`config.mk`:
```
export PLATFORM = sky130hd
export DESIGN_NAME = jzjpcc_mmio_ports
export DESIGN_NICKNAME = d
export VERILOG_FILES = /design/src/rtl/jzjpcc_mmio_ports.sv
export SDC_FILE = /design/constraint.sdc
export NUM_CORES = 1
export LEC_CHECK = 0
export ABC_AREA = 1
export BUFFER_PORTS_ARGS = -buffer_cell sky130_fd_sc_hd__clkbuf_2
export CAP_MARGIN = 20
export CORE_MARGIN = 2
export CORE_UTILIZATION = 49
export CTS_BUF_LIST = sky130_fd_sc_hd__clkbuf_4 sky130_fd_sc_hd__clkbuf_8 sky130_fd_sc_hd__clkbuf_16
export DETAILED_ROUTE_END_ITERATION = 6
export PLACE_DENSITY = 0.85
export SYNTH_ARGS = -nofsm -noshare
export SYNTH_HDL_FRONTEND = slang
export SYNTH_SLANG_ARGS = --single-unit
```
`constraint.sdc`:
```
create_clock -name clock -period 1.2 [get_ports clock]
set_clock_uncertainty 0.15 [all_clocks]
set_input_delay 0.18 -clock clock [delete_from_list [all_inputs] [get_ports clock]]
set_output_delay 0.18 -clock clock [all_outputs]
set_load 0.01 [all_outputs]
```
`src/rtl/jzjpcc_mmio_ports.sv`:
```
// Memory-mapped 32-bit output/input port block with synchronised inputs and per-port change flags.
// Define JZJPCC_MMIO_IRQ_EN to add the irq mask register (word 2N+1) and the change interrupt.
module jzjpcc_mmio_ports #(
    parameter int unsigned NUM_PORTS   = 2,
    parameter logic [31:0] RESET_VALUE = 32'h0000_0000
) (
    input  logic                    clock,
    input  logic                    not_reset,
    input  logic [4:0]              address,
    input  logic [31:0]             writeData,
    input  logic [3:0]              byteWriteMask,
    input  logic                    writeEnable,
    input  logic                    readEnable,
    output logic [31:0]             readData,
    output logic [32*NUM_PORTS-1:0] portOut,
    input  logic [32*NUM_PORTS-1:0] portIn,
    output logic                    irq
);
    localparam int unsigned PW        = 32 * NUM_PORTS;
    localparam logic [4:0]  FLAG_ADDR = 5'(2 * NUM_PORTS);
`ifdef JZJPCC_MMIO_IRQ_EN
    localparam logic [4:0]  MASK_ADDR = 5'(2 * NUM_PORTS + 1);
`endif

    logic [PW-1:0]        port_out_q, port_out_d;
    logic [PW-1:0]        sync1_q, sync1_d;
    logic [PW-1:0]        sync2_q, sync2_d;
    logic [PW-1:0]        prev_q, prev_d;
    logic [NUM_PORTS-1:0] flag_q, flag_d;
    logic [NUM_PORTS-1:0] flag_set, flag_clr;
    logic [31:0]          read_data_q, read_data_d;
    logic [31:0]          rd_word;
`ifdef JZJPCC_MMIO_IRQ_EN
    logic [NUM_PORTS-1:0] mask_q, mask_d;
    logic                 irq_q, irq_d;
`endif

    // Register map decode, byte-masked writes, change detection and read capture.
    always_comb begin
        port_out_d  = port_out_q;
        read_data_d = read_data_q;
        sync1_d     = portIn;
        sync2_d     = sync1_q;
        prev_d      = sync2_q;
        flag_set    = '0;
        flag_clr    = '0;
        rd_word     = '0;
        for (int i = 0; i < NUM_PORTS; i++) begin
            if (address == 5'(i)) begin
                rd_word = port_out_q[32*i +: 32];
                if (writeEnable) begin
                    for (int b = 0; b < 4; b++) begin
                        if (byteWriteMask[b]) begin
                            port_out_d[32*i + 8*b +: 8] = writeData[8*b +: 8];
                        end
                    end
                end
            end
            if (address == 5'(NUM_PORTS + i)) begin
                rd_word = sync2_q[32*i +: 32];
            end
            flag_set[i] = (sync2_q[32*i +: 32] != prev_q[32*i +: 32]);
        end
        if (address == FLAG_ADDR) begin
            rd_word = 32'(flag_q);
            if (writeEnable && byteWriteMask[0]) begin
                flag_clr = writeData[NUM_PORTS-1:0];
            end
        end
        // A fresh change beats a same-cycle clear so no event is lost.
        flag_d = (flag_q & ~flag_clr) | flag_set;
`ifdef JZJPCC_MMIO_IRQ_EN
        mask_d = mask_q;
        if (address == MASK_ADDR) begin
            rd_word = 32'(mask_q);
            if (writeEnable && byteWriteMask[0]) begin
                mask_d = writeData[NUM_PORTS-1:0];
            end
        end
        irq_d = |(flag_q & mask_q);
`endif
        if (readEnable) begin
            read_data_d = rd_word;
        end
    end

    always_ff @(posedge clock or negedge not_reset) begin
        if (!not_reset) begin
            port_out_q  <= {NUM_PORTS{RESET_VALUE}};
            sync1_q     <= '0;
            sync2_q     <= '0;
            prev_q      <= '0;
            flag_q      <= '0;
            read_data_q <= '0;
        end else begin
            port_out_q  <= port_out_d;
            sync1_q     <= sync1_d;
            sync2_q     <= sync2_d;
            prev_q      <= prev_d;
            flag_q      <= flag_d;
            read_data_q <= read_data_d;
        end
    end

`ifdef JZJPCC_MMIO_IRQ_EN
    always_ff @(posedge clock or negedge not_reset) begin
        if (!not_reset) begin
            mask_q <= '0;
            irq_q  <= 1'b0;
        end else begin
            mask_q <= mask_d;
            irq_q  <= irq_d;
        end
    end

    assign irq = irq_q;
`else
    assign irq = 1'b0;
`endif

    assign readData = read_data_q;
    assign portOut  = port_out_q;

endmodule

```
==> Yosys cells after proc, flatten, opt, wreduce, memory -nomap -nowiden <==
Cells that the tools add are included.
W data, S select, Z words.
{ "classes": {"n_eq_ne": 6, "muxes": 7, "n_bitwise": 3, "reduce_logical": 10} }
{ "op_table": {"columns": ["operator", "n"], "rows": [
  ["$mux W32", 5],
  ["$ne A32 B32 Y1", 2],
  ["$reduce_and A3 Y1", 8],
  ["$eq A5 B2 Y1 const B", 2],
  ["$eq A5 B1 Y1 const B", 1],
  ["$eq A5 B3 Y1 const B", 1],
  ["$logic_not A5 Y1", 1],
  ["$mux W2", 2],
  ["$and A2 B2 Y2", 1],
  ["$not A2 Y2", 1],
  ["$or A2 B2 Y2", 1],
  ["$logic_and A1 B1 Y1", 1]
]} }
{ "totals": {"reg_bits": 290, "inputBits": 109, "output_inout_bits": 97, "word_cells": 39} }

==> Logic depth before layout (Yosys ltp) <==
{ "depth": {"ltp_word": 6, "depth_mapped": 9, "depth_no_buf": 8} }

==> Worst setup path after synthesis <==
Ideal clock, no wire load.
{ "synth_timing": {"path_kind": "in2reg", "start": "input port address[0]", "end": "register port_out_q[13], in the netlist portOut[13]", "setup_time_ns": 0.121, "arrival_time_ns": 1.013, "required_ns": 0.929, "path_slack_ns": -0.083, "cell_stages": 8, "n_path_buf": 2, "path_cell_list": "buf_2 -> inv_2 -> nand2_4 -> nor2_8 -> nand2_4 -> buf_6 -> nand2_1 -> o21ai_1"} }
{ "synth_via": {"elab_chain_cells": 2} }
{ "synth_rtl": {"columns": ["item", "line_no", "text"], "rows": [
  ["start, declared", "9", "input logic [4:0] address,"],
  ["$logic_not A5 Y1", "49", "if (address == 5'(i)) begin"],
  ["$reduce_and A3 Y1 (no line)", null, null],
  ["end signal, assigned", "89", "port_out_q <= {NUM_PORTS{RESET_VALUE}};"],
  ["end signal, assigned", "96", "port_out_q <= port_out_d;"],
  ["end, declared", "25", "logic [PW-1:0] port_out_q, port_out_d;"]
]} }
No other way between the ends.
A chain may end at the register's enable or synchronous reset.

==> Worst setup path in the final report <==
{ "layout_timing": {"start": "register port_out_q[21], in the netlist portOut[21]", "end": "output port portOut[21]"} }
{ "layout_rtl": {"columns": ["item", "line_no", "text"], "rows": [
  ["end, declared", "15", "output logic [32*NUM_PORTS-1:0] portOut,"]
]} }
No word-level cell between the ends.

==> flow_metrics.tcl <==
set metrics [dict create \
    synth_xor_area_share_pct 4.67 \
    synth_mux_area_share_pct 0 \
    yosys_warnings 0 \
    synth_area_leader_cell "sky130_fd_sc_hd__dfrtp_1" \
    ys_types 19 \
    drtPass1Iterations 7 \
    critPathMaxFanout 2 \
    p_total_mw 24.1 \
    num-nets-final 1585 \
    main_combinational_cell_family_by_area_after_synthesis "simple AND/OR/NAND/NOR gates" \
    critical_path.n_buffers_inverters 1 \
    grt_start_max_net_pins 55 \
    post-synth-top-area-fraction_pct 69.1 \
    synth_compound_area_share_pct 6.00 \
    cts-buffers-inserted 29 \
    holdWs_ns -0.0688 \
    met1Wirelength_um 13900 \
    timing.final.setup_violations 123 \
    switching_power_as_a_share_of_total_power_pct 26.3 \
    post-route-drc-count 4 \
    grt_setup_unrepaired "yes" \
    h-tree-depth 1 \
    power.share.sequential_pct 45.3 \
    dr.first_iter.drc_count 1656 \
    finalHoldViolations 15 \
    clock_path_buffers 3 \
    synthAdderAreaFrac_pct 0 \
    worst_slack_ns -0.291 \
    part_of_the_cycle_the_worst_path_needs_pct 124 \
    worstSetupStartpointType "flop" \
    final-instance-count-excl-fill 1776 \
    flow.area_growth_from_synthesis_pct 53.7 \
    cp_data_required_time_ns 0.87 \
    final_core_utilization_pct 76.8 \
    postRouteAntennaNets 0 \
    critical_path.startpoint "portOut[21]" \
    slew_violations 0 \
    power_density_nw_per_um2 1490 \
    synthTopCellsByCount "290 x sky130_fd_sc_hd__dfrtp_1, 277 x sky130_fd_sc_hd__nand2_1, 89 x sky130_fd_sc_hd__nor2_1, 89 x sky130_fd_sc_hd__o21ai_1, 82 x sky130_fd_sc_hd__inv_1" \
    crit_type "reg2out" \
    netlist_top_cells_area "sky130_fd_sc_hd__dfrtp_1 69%, sky130_fd_sc_hd__nand2_1 9.9%, sky130_fd_sc_hd__xnor2_1 4.7%" \
    asyncSetResetFlopFracSynth_pct 100 \
    core_area_um2 21000 \
    worstReg2RegStart "prev_d[18]" \
    critical_path.endpoint_type "output pin" \
    worst_hold_path_type "in2async" \
    share_of_synthesized_cell_area_in_and_or_nand_and_nor_gates_pct 15.3 \
    min_period_ns 1.49 \
    chipHeight_um 150 \
    power_frac_comb_pct 15.3 \
    postSynthAreaPerCell_um2 10.7 \
    routed.top_layer "met4" \
    io_pins 206 \
    critPathTopFamily "flip-flops" \
    max_freq_mhz 671 \
    edff_count_synth 0 \
    global_route.usage.total_pct 31.2 \
    placementRows 53 \
    failed_checks "DRC, hold timing, setup timing" \
    floorplan.die_area_um2 22600 \
    critPathArrivalTime_ns 1.16 \
    dieWidth_um 150 \
    share_clk_of_total_power_pct 39.4 \
    place_hpwl_um 18800 \
    detail_route.wirelength_um 41700 \
    clk-insertion-delay-late_ns 0.55 \
    post_drt_via_cell_ratio 5.72 \
    slowest_delay_ns 0.45 \
    ys_ff_latch 290 \
    irDropWorstVdd_mv 1.18 \
    routed-wl-met2_um 18700 \
    netlist_area_um2 10500 \
    fillCellCount 1025 \
    drive_above_1_share_pct 37.8 \
    most_frequently_used_cell_type_in_the_post_synthesis_netlist "sky130_fd_sc_hd__dfrtp_1" \
    cts.sink_count 290 \
    p_sw_mw 6.34 \
    grt_first_pass_wirelength_um 53000 \
    register_area_um2 7260 \
    cts-hold-fix-buffers 100 \
    dpl.cell_count 1518 \
    crit_path_top_delay_cell "sky130_fd_sc_hd__dfrtp_1" \
    grt-ovfl-total 0 \
    clkSlewWorstSetupHoldPaths_ns 0.07 \
    clockRootBuffer "sky130_fd_sc_hd__clkbuf_16" \
    p_leak_nw 8.44 \
    port_buffer_count 204 \
    met3RoutedLength_um 4790 \
    synthesized_net_count 1095 \
    starting_density_of_the_core_pct 50.0 \
    synthesis.instances 986 \
    antenna_found_initial 3 \
    cell_internal_pwr_mw 17.8 \
    multi_input_comb_area_um2 3180 \
    outcome "finished with violations" \
    drv_cap 0 \
    cts_tree "done" \
    cell_by_cell_trace_of_the_critical_path "buf_6" \
    globalplace.congestion 0.912 \
    tns_ns -24.00 \
    drt-wirelength-per-cell_um 23.5 \
    first_global_vias 9677 \
    dr_total_vias 10200 \
    synth-seq-area-share_pct 69.1 \
    synthFlopType "sky130_fd_sc_hd__dfrtp_1" \
    pre_cts_ws_ns -0.391 \
]
layout make-up:
| class | count | area share, % |
|---|---|---|
| Timing Repair Buffer | 490 | 25.0 |
| Antenna cell | 5 | 0.0775 |
| Clock inverter | 12 | 0.875 |
| Inverter | 85 | 2.08 |
| Tap cell | 275 | 2.13 |
| Multi-Input combinational cell | 580 | 19.7 |
| Clock buffer | 39 | 5.23 |
| Sequential cell | 290 | 44.9 |
metrics by stage:
| step | cell area, um2 | hold WS, ns |
|---|---|---|
| floorplan | 10500 | -0.266 |
| global placement | 12500 | -0.102 |
| detailed placement | 12500 | -0.0990 |
| CTS | 15200 | -0.0649 |
| global route | 16100 | -0.0470 |
| finish | 16100 | -0.0688 |
registers in the layout, indices dropped and copies added, names as in the netlist:
signal	count
readData	32
prev_q	64
flag_q	2
sync1_q	64
prev_d	64
portOut	64
kinds of logic (layout without fill, tap and decap cells):
logic type | after synthesis | after routing
AOI/OAI and AO/OA | 126 | 126
xor gates and xnor gates | 56 | 56
buffers and inverters | 116 | 626
DFF | 290 | 290
other | 1 | 6
and+or+nand+nor | 397 | 397
power by group through the flow:
stage	combinational, mW	sequential (mW)	clock (mW)
3_3_place_gp	1.97	11.0	0
5_1_grt	3.89	11.0	9.91
2_1_floorplan	0.691	11.1	0
4_1_cts	2.87	10.8	9.28
6_report	3.70	10.9	9.51
3_5_place_dp	2.03	11.0	0
worst paths after layout:
path / slack [ns] / depth (start not counted) / end
setup reg to reg: -0.25 / 6 / flag_q[0]
setup / recovery: -0.29 / 1 / portOut[21]
min in group clock: 0.11 / 5 / portOut[59]
hold reg to reg: 0.19 / 0 / prev_d[28]
hold / removal: -0.07 / 2 / prev_q[3]
max in group asynchronous: 0.41 / 3 / prev_q[39]
cells in the final DEF, fill, tap and decap left out, types with 9 or more instances in the layout:
| cell | Yosys | final |
|---|---|---|
| sky130_fd_sc_hd__nor2_1 | 89 | 69 |
| sky130_fd_sc_hd__buf_6 | 7 | 65 |
| sky130_fd_sc_hd__nand4_1 | 12 | 12 |
| sky130_fd_sc_hd__nand2_1 | 277 | 241 |
| sky130_fd_sc_hd__xnor2_1 | 56 | 49 |
| sky130_fd_sc_hd__clkbuf_16 | 0 | 30 |
| sky130_fd_sc_hd__dlygate4sd3_1 | 0 | 100 |
| sky130_fd_sc_hd__o21ai_1 | 89 | 86 |
| sky130_fd_sc_hd__nand2_4 | 5 | 14 |
| sky130_fd_sc_hd__nand2_2 | 4 | 31 |
| sky130_fd_sc_hd__dfrtp_1 | 290 | 290 |
| sky130_fd_sc_hd__o21ai_2 | 0 | 28 |
| sky130_fd_sc_hd__inv_1 | 82 | 71 |
| sky130_fd_sc_hd__buf_4 | 1 | 143 |
| sky130_fd_sc_hd__clkbuf_2 | 0 | 153 |
| sky130_fd_sc_hd__buf_12 | 0 | 11 |
| sky130_fd_sc_hd__inv_2 | 3 | 9 |
| sky130_fd_sc_hd__nor2_2 | 2 | 17 |
| sky130_fd_sc_hd__clkbuf_8 | 0 | 20 |
timing repair:
item | 4_1_cts | 5_1_grt
endpoints found under the setup margin | 103 | 147
gates cloned | 0 | 1
pin swaps | 18 | 74
resized for setup | 40 | 273
setup buffers | 72 | 58
hold endpoints to repair | 428 | 15
layer usage:
metal  GRT usage, %  vias up
met4           22.7        0
met2           47.1      990
met1           38.4     4769
met3           9.06      374
met5          0.227        -
li1               -     4026
Power figures use the tool's default switching activity.
